$ cat src/rtl/div_sequencer.sv
// rtl/div_sequencer.sv - RV32M divide/remainder sequencer driving a shared external ALU
//
// Multi-cycle restoring divider. The subtract in each of the 32 iterations
// is done by an external ALU; this block only sequences it.
//
// Ports:
//   CLK        system clock, rising edge
//   RST        asynchronous active-low reset
//   Start      division request, sampled only in IDLE
//   Op         00 DIV, 01 DIVU, 10 REM, 11 REMU
//   Dividend   rs1 operand
//   Divisor    rs2 operand
//   Busy       high while the FSM is not in IDLE
//   Done       one-cycle pulse when Result is updated
//   Result     quotient or remainder, held until the next Done
//   AluA/AluB  shared ALU operands
//   AluCtrl    ALU op select (000 ADD, 001 SUB)
//   AluSlt     ALU result select, constant 00
//   AluResult  shared ALU result
//   AluFlags   {Z,C,V,N}; C set on SUB when A < B unsigned
module div_sequencer (
  input  logic        CLK,
  input  logic        RST,
  input  logic        Start,
  input  logic [1:0]  Op,
  input  logic [31:0] Dividend,
  input  logic [31:0] Divisor,
  output logic        Busy,
  output logic        Done,
  output logic [31:0] Result,
  output logic [31:0] AluA,
  output logic [31:0] AluB,
  output logic [2:0]  AluCtrl,
  output logic [1:0]  AluSlt,
  input  logic [31:0] AluResult,
  input  logic [3:0]  AluFlags
);

  localparam logic [2:0] ALU_ADD = 3'b000;
  localparam logic [2:0] ALU_SUB = 3'b001;

  typedef enum logic [2:0] {
    S_IDLE = 3'd0,
    S_PREP = 3'd1,
    S_ITER = 3'd2,
    S_FIX  = 3'd3,
    S_DONE = 3'd4
  } state_t;

  state_t      state_q, state_d;
  logic [1:0]  op_q, op_d;
  logic [31:0] dvd_q, dvd_d;       // original dividend
  logic [31:0] dvs_q, dvs_d;       // original divisor
  logic [31:0] mag_q, mag_d;       // divisor magnitude
  logic [31:0] r_q, r_d;           // partial remainder
  logic [31:0] q_q, q_d;           // quotient shift register, later the final value
  logic [4:0]  cnt_q, cnt_d;
  logic        neg_q, neg_d;       // final result must be negated
  logic        done_q, done_d;
  logic [31:0] result_q, result_d;

  logic [31:0] dvd_mag, dvs_mag;
  logic [31:0] shifted;
  logic        take;
  logic        unused_flags;

  // Only the carry flag matters for the restoring step.
  assign unused_flags = ^{AluFlags[3], AluFlags[1:0]};

  // Op[0] set means unsigned; Op[1] set means remainder.
  assign dvd_mag = (!op_q[0] && dvd_q[31]) ? (~dvd_q + 32'd1) : dvd_q;
  assign dvs_mag = (!op_q[0] && dvs_q[31]) ? (~dvs_q + 32'd1) : dvs_q;

  assign shifted = {r_q[30:0], q_q[31]};
  // R[31] set means the shifted value has a hidden 33rd bit, so it always
  // exceeds the divisor even when the 32-bit compare says otherwise.
  assign take    = r_q[31] || !AluFlags[2];

  always_comb begin
    state_d  = state_q;
    op_d     = op_q;
    dvd_d    = dvd_q;
    dvs_d    = dvs_q;
    mag_d    = mag_q;
    r_d      = r_q;
    q_d      = q_q;
    cnt_d    = cnt_q;
    neg_d    = neg_q;
    done_d   = 1'b0;
    result_d = result_q;
    AluA     = 32'd0;
    AluB     = 32'd0;
    AluCtrl  = ALU_ADD;

    case (state_q)
      S_IDLE: begin
        if (Start) begin
          op_d    = Op;
          dvd_d   = Dividend;
          dvs_d   = Divisor;
          state_d = S_PREP;
        end
      end
      S_PREP: begin
        if (dvs_q == 32'd0) begin
          q_d     = op_q[1] ? dvd_q : 32'hFFFF_FFFF;
          state_d = S_DONE;
        end else begin
          q_d     = dvd_mag;
          mag_d   = dvs_mag;
          r_d     = 32'd0;
          cnt_d   = 5'd0;
          neg_d   = !op_q[0] && (op_q[1] ? dvd_q[31] : (dvd_q[31] ^ dvs_q[31]));
          state_d = S_ITER;
        end
      end
      S_ITER: begin
        AluA    = shifted;
        AluB    = mag_q;
        AluCtrl = ALU_SUB;
        r_d     = take ? AluResult : shifted;
        q_d     = {q_q[30:0], take};
        cnt_d   = cnt_q + 5'd1;
        if (cnt_q == 5'd31) begin
          state_d = S_FIX;
        end
      end
      S_FIX: begin
        if (op_q[1]) begin
          q_d = neg_q ? (~r_q + 32'd1) : r_q;
        end else begin
          q_d = neg_q ? (~q_q + 32'd1) : q_q;
        end
        state_d = S_DONE;
      end
      S_DONE: begin
        done_d   = 1'b1;
        result_d = q_q;
        state_d  = S_IDLE;
      end
      default: begin
        state_d = S_IDLE;
      end
    endcase
  end

  always_ff @(posedge CLK or negedge RST) begin
    if (!RST) begin
      state_q  <= S_IDLE;
      op_q     <= 2'b00;
      dvd_q    <= 32'd0;
      dvs_q    <= 32'd0;
      mag_q    <= 32'd0;
      r_q      <= 32'd0;
      q_q      <= 32'd0;
      cnt_q    <= 5'd0;
      neg_q    <= 1'b0;
      done_q   <= 1'b0;
      result_q <= 32'd0;
    end else begin
      state_q  <= state_d;
      op_q     <= op_d;
      dvd_q    <= dvd_d;
      dvs_q    <= dvs_d;
      mag_q    <= mag_d;
      r_q      <= r_d;
      q_q      <= q_d;
      cnt_q    <= cnt_d;
      neg_q    <= neg_d;
      done_q   <= done_d;
      result_q <= result_d;
    end
  end

  assign Busy   = (state_q != S_IDLE);
  assign Done   = done_q;
  assign Result = result_q;
  assign AluSlt = 2'b00;

endmodule

$ cat config.mk
export PLATFORM = sky130hd
export DESIGN_NAME = div_sequencer
export DESIGN_NICKNAME = d
export VERILOG_FILES = /design/src/rtl/div_sequencer.sv
export SDC_FILE = /design/constraint.sdc
export NUM_CORES = 1
export LEC_CHECK = 0
export ABC_AREA = 1
export CAP_MARGIN = 20
export CORE_MARGIN = 3
export CORE_UTILIZATION = 50
export CTS_CLUSTER_SIZE = 12
export DETAILED_ROUTE_END_ITERATION = 10
export PLACE_DENSITY = 0.78
export RECOVER_POWER = 100
export SLEW_MARGIN = 0
export SYNTH_ARGS = -nofsm -noshare
export SYNTH_HDL_FRONTEND = slang
export SYNTH_SLANG_ARGS = --single-unit
$ cat constraint.sdc
create_clock -name CLK -period 2.1 [get_ports CLK]
set_clock_uncertainty 0.15 [all_clocks]
set_input_delay 0.42 -clock CLK [delete_from_list [all_inputs] [get_ports CLK]]
set_output_delay 0.42 -clock CLK [all_outputs]
set_load 0.02 [all_outputs]
==> impl_metrics.tcl, run 1 <==
set metrics [dict create \
    status "finished, violations left" \
    violations "negative setup slack" \
    grt_use_met2_pct 51.5 \
    grt_pass1_vias 13988 \
    io_pins 208 \
    fmax_mhz 416 \
    start_util_pct 51.3 \
    clk_latency_ns 0.53 \
    min_from "Dividend[15]" \
    met3_usage_pct 5.15 \
    synth-async-reset-ratio_pct 100 \
    slew_violations 0 \
    crit_required_ns 1.53 \
    slew_headroom_pct 7.15 \
    reg2regPathDepth 12 \
    crit_path_max_fanout 27 \
    yosysWarnings 0 \
    routed_wl_um 45800 \
    critPathBufInv 3 \
    clk_path_buf_depth 3 \
    track_usage_pct 31.8 \
    ys_seq_area_share_pct 39.2 \
    cp.arrival_ns 1.83 \
    synth.avg_cell_area_sq_um 6.70 \
    die_area_sq_um 28000 \
    whs_path_depth 3 \
    ys_seq_elements 204 \
    rsz0062_at_grt "yes" \
    peakVddDrop_mv 0.919 \
    hold_end "dvd_q[15]$_DFFE_PN0P_" \
    wire_per_inst_um 17.5 \
    startpoint_type "register" \
    mostFrequentLayoutCells "nand2_1, nor2_1, dfrtp_1" \
    crit_type "reg2out" \
    cts_tree "done" \
    grt_first_pass_wirelength_um 72800 \
    critPathCaptureType "primary output" \
    synth_cell_type_count 42 \
    period_needed_ns 2.40 \
    worst-r2r-setup-slack_ns -0.23 \
    setup_viol 183 \
    finalHoldViolCount 0 \
    area_growth_pct 38.2 \
    cp_top_family "buffers and inverters" \
    drtIter0Drc 1328 \
    cts_root_buf "clkbuf_16" \
    grt_start_max_net_pins 66 \
    hpwl_um 34400 \
    final_common_cell "nand2_1" \
    antenna_found_initial 0 \
    h-tree-depth 1 \
    synth-edff-count 0 \
    setup_ws_ns -0.304 \
    rows 58 \
    die_w_um 167 \
    place_inst 2564 \
    power_mw 30.3 \
    grt_use_met1_pct 42.9 \
    cts_sinks 204 \
    ant_nets 0 \
    die_h_um 167 \
    worstMarginPinSlew_ns 1.39 \
    p_leak_nw 8.35 \
    cp_slowest_stage_delay_ns 0.41 \
    nNetsFinal 2383 \
    overflow 0 \
    cts.clk_slew.worst_paths_ns 0.06 \
    io_buffer_count 200 \
    core_area_sq_um 25400 \
    synth_ff_type "dfrtp_1" \
    cp-startpoint "state_q[2]$_DFFE_PN0P_" \
    num_antenna_cells 0 \
    gr-max-usage-layer "met2" \
    first_pass_iters 5 \
    gp_congestion 0.944 \
    r2r-end "q_q[20]$_DFFE_PN0P_" \
    vias 14400 \
    period_share_pct 114 \
    power_density_nw_per_um2 1680 \
    timing.max_cap.violations 0 \
    layout-drive-gt1-share_pct 21.2 \
    worst_hold_path_type "in2reg" \
    critPathSlowestCell "dfrtp_1" \
    syn_area_sq_um 13000 \
    vias_per_cell 5.50 \
    crit_chain "nor3_4 > inv_4 > buf_12 > nor2_1 > buf_4" \
    cts_buffers 24 \
    drc_errors 0 \
    synthCells 1943 \
    r2r_start "state_q[1]$_DFFE_PN0P_" \
    final_cells 2617 \
]
## cell families (layout without fill, tap and decap cells)
logic type / after synthesis / after routing / synth area share, %
AOI/OAI and AO/OA: 357 / 357 / 14.5
xor gates and xnor gates: 23 / 23 / 1.55
adders and majority gates: 6 / 6 / 0.577
buffers and inverters: 290 / 631 / 9.05
DFF: 204 / 204 / 39.2
muxes: 12 / 12 / 1.04
other: 1 / 4 / 0.0288
and+or+nand+nor: 1050 / 1050 / 34.0
## tightest hold or removal path, stage by stage
cell and delay, ns:
clkdlybuf4s50_1 0.40, nor2_1 0.10, a21oi_1 0.04
## through the flow
step	setup slack [ns]	setup TNS (ns)	hold slack [ns]	cell area, sq um	util (%)
after floorplan	0.00725	0	-0.0256	13300	-
after global placement	-0.110	-6.15	0.272	16800	66.1
after detailed placement	-0.179	-9.65	0.273	16800	66.1
after CTS	-0.320	-16.92	0.286	17800	70.1
after global routing	-0.347	-44.51	0.335	18000	70.9
final	-0.304	-23.28	0.330	18000	70.9
## cells in the mapped netlist (6+ instances only)
library cell / number / area share [%]
inv_1: 192 / 5.5
a31oi_1: 12 / 0.58
buf_4: 6 / 0.35
a21oi_1: 152 / 5.8
buf_6: 6 / 0.52
nand3_1: 157 / 6.0
inv_2: 11 / 0.32
ha_1: 6 / 0.58
nand4_1: 24 / 1.2
nor2_1: 427 / 12
nand2_2: 6 / 0.29
dfrtp_1: 204 / 39
o22ai_1: 34 / 1.6
xor2_1: 20 / 1.3
nor2_4: 10 / 0.86
o21ai_1: 21 / 0.81
nand2_1: 384 / 11
o21ai_0: 127 / 4.9
nor3_1: 11 / 0.42
mux2_2: 12 / 1.0
nor2_2: 20 / 0.96
clkbuf_1: 55 / 1.6
buf_2: 16 / 0.61
## routing by layer
layer | routed length (um) | share of wire (%) | vias up
li1 | - | - | 6932
met1 | 19200 | 42 | 6760
met2 | 21200 | 46 | 591
met3 | 3280 | 7.2 | 117
met4 | 2060 | 4.5 | 0
met5 | 0 | 0 | -
## where the power goes
part           leakage (nW)  switching (mW)  internal [mW]
logic                  5.57            11.5           7.19
registers              2.41            1.63           5.87
clock network         0.370            1.66           2.43
total                  8.35            14.8           15.5
## timing repair
action,in CTS,in global routing
buffers inserted,3,8
hold endpoints to repair,43,0
cloned,1,0
resized for setup,435,78
pin swaps,7,11
hold buffers,1,0
setup endpoints to repair,101,135
## layout make-up
| type | instances | area [sq um] |
|---|---|---|
| Tap cell | 330 | 413 |
| Sequential cell | 204 | 5110 |
| Clock inverter | 6 | 60.1 |
| Fill cell | 2099 | 7400 |
| Multi-Input combinational cell | 1452 | 7350 |
| Timing Repair Buffer | 385 | 3580 |
| Inverter | 205 | 779 |
| Clock buffer | 35 | 703 |
## worst max-delay path by stage
| stage | endpoint | cells after the start |
|---|---|---|
| after detailed placement | AluA[28] | 6 |
| after global routing | AluA[24] | 5 |
| after floorplan | AluB[10] | 7 |
| after CTS | AluB[19] | 6 |
| final | AluA[24] | 5 |
| after global placement | AluA[2] | 6 |
## flip-flops by register name (all words and copies together), names as in the netlist
signal / count
Done: 1
Result: 32
cnt_q: 5
dvd_q: 32
dvs_q: 32
mag_q: 32
neg_q: 1
op_q: 2
q_q: 32
r_q: 32
state_q: 3
Note: power is estimated with default switching activity, not from simulation.
==> run 2: changes to the inputs <==
--- a/config.mk
+++ b/config.mk
@@ -11,7 +11,7 @@
 export CORE_UTILIZATION = 50
 export CTS_CLUSTER_SIZE = 12
 export DETAILED_ROUTE_END_ITERATION = 10
-export PLACE_DENSITY = 0.78
+export PLACE_DENSITY_LB_ADDON = 0.3
 export RECOVER_POWER = 100
 export SLEW_MARGIN = 0
 export SYNTH_ARGS = -nofsm -noshare
==> impl_metrics.tcl, run 2 (synthesis results as in run 1) <==
set metrics [dict create \
    utilization_pct 76.8 \
    place_area_sq_um 16700 \
    area_growth_pct 49.9 \
    core_area_sq_um 25400 \
    status "finished, violations left" \
    layout-drive-gt1-share_pct 27.2 \
    cts_buffers 24 \
    ant_nets 0 \
    wl_met1_um 19500 \
    nNetsFinal 2415 \
    rows 58 \
    power_density_nw_per_um2 1770 \
    p_seq_share_pct 22.3 \
    track_usage_pct 31.5 \
    wl_met3_um 3650 \
    cts_tree "done" \
    dp_slack_ns -0.180 \
    io_pins 208 \
    rsz0062_at_grt "yes" \
    routed_wl_um 49000 \
    h-tree-depth 1 \
    drc_errors 0 \
    io_buffer_count 200 \
    cts_sinks 204 \
    grt_start_max_net_pins 66 \
    critPathSlowestCell "dfrtp_1" \
    clk_latency_ns 0.53 \
    grt_first_pass_wirelength_um 72400 \
    internal-power_mw 17.8 \
    antenna_found_initial 0 \
    die_w_um 167 \
    critPathCaptureType "primary output" \
    final_common_cell "nand2_1" \
    die_area_sq_um 28000 \
    timing.hold.ws_ns 0.314 \
    cts_root_buf "clkbuf_16" \
    fmax_mhz 399 \
    grt_pass1_vias 13931 \
    overflow 0 \
    cts.clk_slew.worst_paths_ns 0.06 \
    swShare_pct 48.4 \
    first_pass_iters 6 \
    hpwl_um 33500 \
    wire_per_inst_um 18.5 \
    crit_path_max_fanout 8 \
    gp_congestion 0.978 \
    slew_headroom_pct 18.8 \
    violations "negative setup slack" \
    crit_chain "nor3_4 > inv_4 > buf_12 > clkbuf_16 > nor2_4 > buf_6" \
    comb_power_share_pct 64.7 \
    slew_violations 0 \
    die_h_um 167 \
    start_util_pct 51.3 \
    setup_ws_ns -0.405 \
    met2_wirelength_um 23700 \
    p_switching_mw 16.7 \
    fillers 1871 \
    drtIter0Drc 1595 \
    cp.arrival_ns 1.93 \
    top_layer "met4" \
    crit_required_ns 1.53 \
    clk_path_buf_depth 3 \
    peakVddDrop_mv 0.901 \
    cp_slowest_stage_delay_ns 0.42 \
    vias_per_cell 5.70 \
    finalHoldViolCount 0 \
    crit_type "reg2out" \
    timing.max_cap.violations 0 \
    p_leak_nw 8.83 \
    period_needed_ns 2.51 \
    mostFrequentLayoutCells "nand2_1, nor2_1, dfrtp_1" \
    num_antenna_cells 0 \
    startpoint_type "register" \
    period_share_pct 119 \
    setup_viol 96 \
    worstMarginPinSlew_ns 1.22 \
    p_clk_share_pct 13.0 \
    power_mw 34.5 \
    worst_hold_path_type "in2reg" \
    vias 15107 \
    final_area_sq_um 19500 \
]
[run 2: power groups by stage]
stage / Combinational [mW] / Sequential (mW) / Clock, mW
5_1_grt: 23.9 / 7.89 / 4.69
3_5_place_dp: 17.3 / 7.47 / 0
2_1_floorplan: 10.4 / 7.46 / 0
4_1_cts: 18.3 / 7.44 / 4.51
3_3_place_gp: 17.0 / 7.42 / 0
6_report: 22.3 / 7.68 / 4.47
[run 2: layout make-up]
class | count | area, sq um | area share, %
clock inverter | 6 | 86.3 | 0.442
inverter | 205 | 801 | 4.10
timing repair buffer | 416 | 4300 | 22.0
tap | 330 | 413 | 2.12
sequential | 204 | 5110 | 26.2
clock buffer | 38 | 774 | 3.97
multi-input combinational | 1452 | 8030 | 41.1
timing repair inverter | 1 | 7.51 | 0.0385
[run 2: worst paths after layout]
path                                             start                     end  slack [ns]  cells past startpoint
worst min-delay path                       Divisor[14]   dvs_q[14]$_DFFE_PN0P_        0.31                      3
max in group asynchronous                          RST     q_q[24]$_DFFE_PN0P_        0.25                      3
worst max register to register  state_q[1]$_DFFE_PN0P_     q_q[21]$_DFFE_PN0P_       -0.10                     12
min in group asynchronous                          RST     r_q[15]$_DFFE_PN0P_        0.53                      2
worst max-delay path            state_q[0]$_DFFE_PN0P_                AluA[29]       -0.41                      6
worst min register to register  Result[30]$_DFFE_PN0P_  Result[30]$_DFFE_PN0P_        0.33                      2
[run 2: per-layer routing]
layer / vias up / GRT usage [%]
met5: - / 0
met4: 0 / 10.8
met3: 140 / 3.71
met2: 740 / 53.5
met1: 7217 / 42.1
li1: 7010 / -
[run 2: metrics by stage]
| stage | cells | setup TNS, ns |
|---|---|---|
| 2_1_floorplan | 1946 | 0 |
| 3_3_place_gp | 2553 | -8.00 |
| 3_5_place_dp | 2553 | -10.04 |
| 4_1_cts | 2607 | -23.59 |
| 5_1_grt | 2652 | -27.68 |
| 6_report | 2652 | -20.80 |
[run 2: critical path: cells and delay by family (launching register included)]
| family | cells | cell delay (ns) |
|---|---|---|
| flops | 1 | 0.42 |
| buf+inv | 4 | 0.60 |
| simple gates | 2 | 0.38 |
[run 2: what timing repair did]
item / in CTS / in global routing
hold buffers: 1 / 0
resized for setup: 360 / 388
hold endpoints to repair: 41 / 0
pin swaps: 9 / 64
setup buffers: 5 / 39
cloned: 4 / 12
setup endpoints to repair: 107 / 124
